$ cat config.mk
export PLATFORM = sky130hd
export DESIGN_NAME = rename_register_file
export DESIGN_NICKNAME = d
export VERILOG_FILES = /design/src/rtl/rename_register_file.sv
export SDC_FILE = /design/constraint.sdc
export NUM_CORES = 2
export LEC_CHECK = 0
export BUFFER_PORTS_ARGS = -buffer_cell sky130_fd_sc_hd__buf_2
export CORE_MARGIN = 10
export CORE_UTILIZATION = 67
export DETAILED_ROUTE_END_ITERATION = 6
export HOLD_SLACK_MARGIN = 0.15
export PLACE_DENSITY = 0.84
export SLEW_MARGIN = 20
export SYNTH_ARGS = -nofsm -noshare
export SYNTH_HDL_FRONTEND = slang
export SYNTH_SLANG_ARGS = --single-unit
$ cat constraint.sdc
create_clock -name clk_in -period 6.99 [get_ports clk_in]
set_input_delay 0.699 -clock clk_in [delete_from_list [all_inputs] [get_ports clk_in]]
set_output_delay 0.699 -clock clk_in [all_outputs]
set_load 0.05 [all_outputs]
$ cat src/rtl/rename_register_file.sv
// Architectural register file with per-register ROB rename tags.
// Combinational operand reads with commit bypass; commit, rename and rollback update state on clk_in.
module rename_register_file #(
    parameter int unsigned REG_NUM      = 32,
    parameter int unsigned DATA_WIDTH   = 32,
    parameter int unsigned ROB_ID_WIDTH = 6
) (
    input  logic                    clk_in,
    input  logic                    rst_in,
    input  logic                    rdy_in,
    input  logic [4:0]              rs1_from_dispatcher,
    input  logic [4:0]              rs2_from_dispatcher,
    output logic [DATA_WIDTH-1:0]   V1_to_dispatcher,
    output logic [ROB_ID_WIDTH-1:0] Q1_to_dispatcher,
    output logic [DATA_WIDTH-1:0]   V2_to_dispatcher,
    output logic [ROB_ID_WIDTH-1:0] Q2_to_dispatcher,
    input  logic                    rename_enable_from_dispatcher,
    input  logic [4:0]              rd_from_dispatcher,
    input  logic [ROB_ID_WIDTH-1:0] rob_id_from_dispatcher,
    input  logic                    commit_flag,
    input  logic [4:0]              rd_from_rob,
    input  logic [DATA_WIDTH-1:0]   V_from_rob,
    input  logic [ROB_ID_WIDTH-1:0] Q_from_rob,
    input  logic                    rollback_flag
);

    logic [DATA_WIDTH-1:0]   data_q [REG_NUM];
    logic [ROB_ID_WIDTH-1:0] tag_q  [REG_NUM];

    logic commit_wr;
    logic rename_wr;

    assign commit_wr = commit_flag && (rd_from_rob != 5'd0);
    assign rename_wr = rename_enable_from_dispatcher && (rd_from_dispatcher != 5'd0) && !rollback_flag;

    // Source 1 read: x0 is zero, a matching commit is forwarded, otherwise stored value and tag.
    always_comb begin
        V1_to_dispatcher = '0;
        Q1_to_dispatcher = '0;
        if (rs1_from_dispatcher != 5'd0) begin
            if (commit_flag && (rd_from_rob == rs1_from_dispatcher)
                && (tag_q[rs1_from_dispatcher] == Q_from_rob)) begin
                V1_to_dispatcher = V_from_rob;
            end else begin
                V1_to_dispatcher = data_q[rs1_from_dispatcher];
                Q1_to_dispatcher = tag_q[rs1_from_dispatcher];
            end
        end
    end

    // Source 2 read, same rules as source 1.
    always_comb begin
        V2_to_dispatcher = '0;
        Q2_to_dispatcher = '0;
        if (rs2_from_dispatcher != 5'd0) begin
            if (commit_flag && (rd_from_rob == rs2_from_dispatcher)
                && (tag_q[rs2_from_dispatcher] == Q_from_rob)) begin
                V2_to_dispatcher = V_from_rob;
            end else begin
                V2_to_dispatcher = data_q[rs2_from_dispatcher];
                Q2_to_dispatcher = tag_q[rs2_from_dispatcher];
            end
        end
    end

    // Later assignments win: rollback clears over commit, rename overrides a same-rd commit clear.
    always_ff @(posedge clk_in) begin
        if (rst_in) begin
            for (int i = 0; i < int'(REG_NUM); i++) begin
                data_q[i] <= '0;
                tag_q[i]  <= '0;
            end
        end else if (rdy_in) begin
            if (commit_wr) begin
                data_q[rd_from_rob] <= V_from_rob;
                if (tag_q[rd_from_rob] == Q_from_rob) begin
                    tag_q[rd_from_rob] <= '0;
                end
            end
            if (rollback_flag) begin
                for (int i = 0; i < int'(REG_NUM); i++) begin
                    tag_q[i] <= '0;
                end
            end
            if (rename_wr) begin
                tag_q[rd_from_dispatcher] <= rob_id_from_dispatcher;
            end
        end
    end

endmodule

==> results.txt <==
----------------------------------------------------
[Timing]
  Post-route minimum period ... 6170 ps
  Pins Over Slew Limit ... 0
  Headroom to the max-slew limit ... 17.6%
  Number of setup violations in the final report ... 0
  Maximum achievable frequency ... 0.162 GHz
  Sum Neg Setup Slack ... 0 ps
  Clock tree skew after final layout ... 10.4 ps
  Share of the clock period used by the worst path after layout ... 88.2%
  Transition time at the pin with the least slew margin ... 1240 ps
  Final Hold Fails ... 0
  Setup repair after global routing missed its margin ... false

[Critical path]
  CP max stage cell ... sky130_fd_sc_hd__and2_1
  Endpoint arrival time on the critical path ... 5470 ps
  R2R setup slack ... 2610 ps
  Critical Path Start Type ... primary input
  Cell family with most CP delay ... simple AND/OR/NAND/NOR gates
  Combined buffer and inverter count along the critical path ... 3
  Series of cell instances along the critical path ... buf_8 -> and2_1 -> a22oi_1 -> a21oi_1 -> nor4_1 -> xor2_1 -> or4_4 -> or2_2 -> buf_4 -> o211a_1 -> buf_2
  CP peak stage delay ... 990 ps
  Type of destination of the critical path ... primary output
  Critical path start-end classification ... primary input to primary output
  WP data required ... 6290 ps
  CP Max Fanout ... 41

[Clock network]
  Clock latency of the later-clocked register in the worst-skew pair ... 770 ps
  CTS tree ... yes
  Count of cells resized by post-cts repair ... 0
  Post-CTS setup-driven buffer insertion count ... 0
  CTS clock-pin slew for the worst setup and hold paths ... 50 ps
  CTS Buffer Depth ... 3
  CTS root buffer ... sky130_fd_sc_hd__clkbuf_16
  Clock sink total ... 1216
  Post-CTS Hold Fix Bufs ... 0
  Number of buffers created by CTS ... 130
  H-tree depth ... 4

[Routing]
  First-iteration detailed-routing DRC count ... 8868
  Routed via count ... 45.2k
  Number of vias per cell after detailed routing ... 7.79
  Total detailed-routing wirelength ... 225000 um
  DRC Markers ... 0
  Avg WL per Cell ... 38.7 um
  Number of iterations in the first detailed-routing pass ... 6
  Remaining antenna violation count ... 0

[Run status]
  Run status ... finished clean

[Floorplanning]
  Floorplan die width ... 338 um
  Starting Density ... 67.6%
  Die footprint ... 114000 um2
  Chip height ... 338 um
  Core area ... 100000 um2
  Placement row count ... 116
  IO Pins ... 146

[Final layout]
  Final core occ ... 73.9%
  Post-route design area ... 74100 um2
  Final #Nets ... 4412
  Fraction of layout instances using a drive strength above 1 ... 27.6%
  Area grow syn2layout ... 9.31%

[GRT]
  First-pass GRT wire length ... 320000 um
  Met3 layer usage reported by global route ... 12.9%
  Top Usage Layer GRT ... met2
  Vias in the first global route ... 45.8k
  Number of antenna violations at the first check in global routing ... 13
  Met2 usage ... 57.9%
  Maximum number of pins on one net before global-route repair ... 145
  Congestion Overflow GR ... 0
  Met1 capacity usage during global routing ... 49.9%
  GRT Overall Usage ... 39.0%

[Yosys]
  Combinational family with the most area after synthesis ... multiplexers
  Post-synthesis sequential area ratio ... 53.9%
  Multiplexer share of the synthesized area ... 27.0%
  #FFs+latches synth ... 1216
  Count of cell types in the netlist ... 43
  Post-Syn Instances ... 4375
  Post-synthesis share of cell area spent on and, or, nand and nor gates ... 12.6%
  Cell area after synthesis ... 67800 um2
  Post-synthesis average cell area ... 15.5 um2
  Compound-cell area share of the yosys netlist ... 3.27%
  Number of warnings printed during yosys synthesis ... 0
  Synth top cells by count ... sky130_fd_sc_hd__edfxtp_1 (1216), sky130_fd_sc_hd__and2_1 (1186), sky130_fd_sc_hd__mux4_2 (688)
  Number of flops mapped to enable cells by yosys ... 1216
  Fraction of registers with async set or reset after synthesis ... 0%
  Count leader, synth ... sky130_fd_sc_hd__edfxtp_1
  Proportion of netlist area held by the largest area contributor ... 53.9%
  Dominant cell type by area after synthesis ... sky130_fd_sc_hd__edfxtp_1
  Most area-consuming cells after synthesis ... sky130_fd_sc_hd__edfxtp_1 (54%), sky130_fd_sc_hd__mux4_2 (23%), sky130_fd_sc_hd__and2_1 (11%), sky130_fd_sc_hd__mux2i_1 (3.8%), sky130_fd_sc_hd__clkbuf_1 (2.0%)
  Fraction of the mapped netlist area in adder cells ... 0%
  Synth Area in XOR/XNOR ... 0.400%
  Commonest register cell after synthesis ... sky130_fd_sc_hd__edfxtp_1

[Power and ir drop]
  Sequential Power Share ... 47.3%
  Leakage power ... 26.1 nW
  Maximum vdd drop ... 0.246 mV
  Power dissipated by switching net loads ... 4.89 mW
  Switching part of the total ... 26.7%
  Power per unit of standard cell area ... 248 nW/um2
  Combinational power share ... 14.9%
  Part of the power in the clock network ... 37.8%
  Internal power contribution ... 13.5 mW

[Place]
  Routability congestion estimate from global placement ... 1.03
  Total half-perimeter wirelength after legalization and detailed placement ... 131000 um
  Total placed instance area ... 69900 um2
  Number of buffer cells added on primary ports ... 145

[Min path]
  Type of the tightest min-delay check ... primary input to flip-flop

[Run]
  Maxcap violations ... 0

----------------------------------------------------
## layer usage
metal	vias up	wire [um]	part of all wire, %
met5	-	44	0.020
met4	6	16200	7.2
met3	1067	37800	17
met2	4785	102000	45
met1	22400	69100	31
li1	17000	-	-
## metrics by stage
| step | setup slack (ps) | cells | hold WS (ps) | power (mW) |
|---|---|---|---|---|
| 6_report | 824 | 5810 | 434 | 18.4 |
| 5_1_grt | 805 | 5802 | 442 | 18.7 |
| 4_1_cts | 981 | 5802 | 413 | 18.2 |
| 3_5_place_dp | 1000 | 5567 | 1210 | 11.4 |
| 3_3_place_gp | 1040 | 5567 | 1200 | 11.4 |
| 2_1_floorplan | 2570 | 4412 | 897 | 10.5 |
## cell families (layout without fill, tap and decap cells)
kind of cell	count (synthesis)	after routing
AOI/OAI and AO/OA	311	311
xor gates and xnor gates	31	31
DFF	1216	1216
buffers and inverters	470	503
muxes	956	956
other	1	46
and+or+nand+nor	1390	1390
## worst register-to-register path, delay by kind of cell (launching register included)
kind / cells / cell delay (ps)
xor gates and xnor gates: 1 / 220
and+or+nand+nor: 3 / 1460
DFF: 1 / 420
AOI/OAI and AO/OA: 3 / 1420
muxes: 1 / 520
## power by group through the flow
stage	registers (mW)	logic, mW	clock network (mW)
after floorplan	8.70	1.82	0
after CTS	8.68	2.65	6.91
final	8.69	2.73	6.94
after global placement	8.77	2.61	0
after global routing	8.72	2.77	7.21
after detailed placement	8.82	2.63	0
## cell type report
cell class / instances / area (um2)
diodes: 8 / 20.0
clock buffers: 148 / 3380
clock inverters: 87 / 828
fillers: 5745 / 26200
multi-input cells: 2726 / 29800
flip-flops and latches: 1216 / 36500
well taps: 1357 / 1700
repair buffers: 268 / 1880
## layout by cell type, fill, tap and decap left out, types with 26 or more instances in the layout
| cell type | instances |
|---|---|
| sky130_fd_sc_hd__buf_2 | 129 |
| sky130_fd_sc_hd__nor2_4 | 29 |
| sky130_fd_sc_hd__buf_4 | 121 |
| sky130_fd_sc_hd__and2_1 | 1186 |
| sky130_fd_sc_hd__a21oi_1 | 81 |
| sky130_fd_sc_hd__a211o_1 | 31 |
| sky130_fd_sc_hd__mux2i_1 | 259 |
| sky130_fd_sc_hd__conb_1 | 38 |
| sky130_fd_sc_hd__mux4_2 | 688 |
| sky130_fd_sc_hd__clkbuf_16 | 133 |
| sky130_fd_sc_hd__edfxtp_1 | 1216 |
| sky130_fd_sc_hd__a22oi_1 | 100 |
| sky130_fd_sc_hd__o211a_1 | 32 |
| sky130_fd_sc_hd__o21ai_0 | 33 |
| sky130_fd_sc_hd__or2_2 | 34 |
| sky130_fd_sc_hd__clkinv_1 | 30 |
| sky130_fd_sc_hd__o41ai_1 | 32 |
| sky130_fd_sc_hd__clkinv_2 | 26 |
## path summary, 6_finish.rpt
check / from / to / cells past startpoint
hold reg to reg: tag_q[2][0] / tag_q[27][2] / 8
setup reg to reg: tag_q[21][0] / tag_q[10][3] / 8
hold / removal: rst_in / data_q[0][4] / 1
setup / recovery: rs1_from_dispatcher[0] / V1_to_dispatcher[31] / 11
## state kept, by name, indices dropped and copies added, names as in the netlist
| register | cells |
|---|---|
| data_q | 1024 |
| tag_q | 192 |
Note: power is estimated with default switching activity, not from simulation.
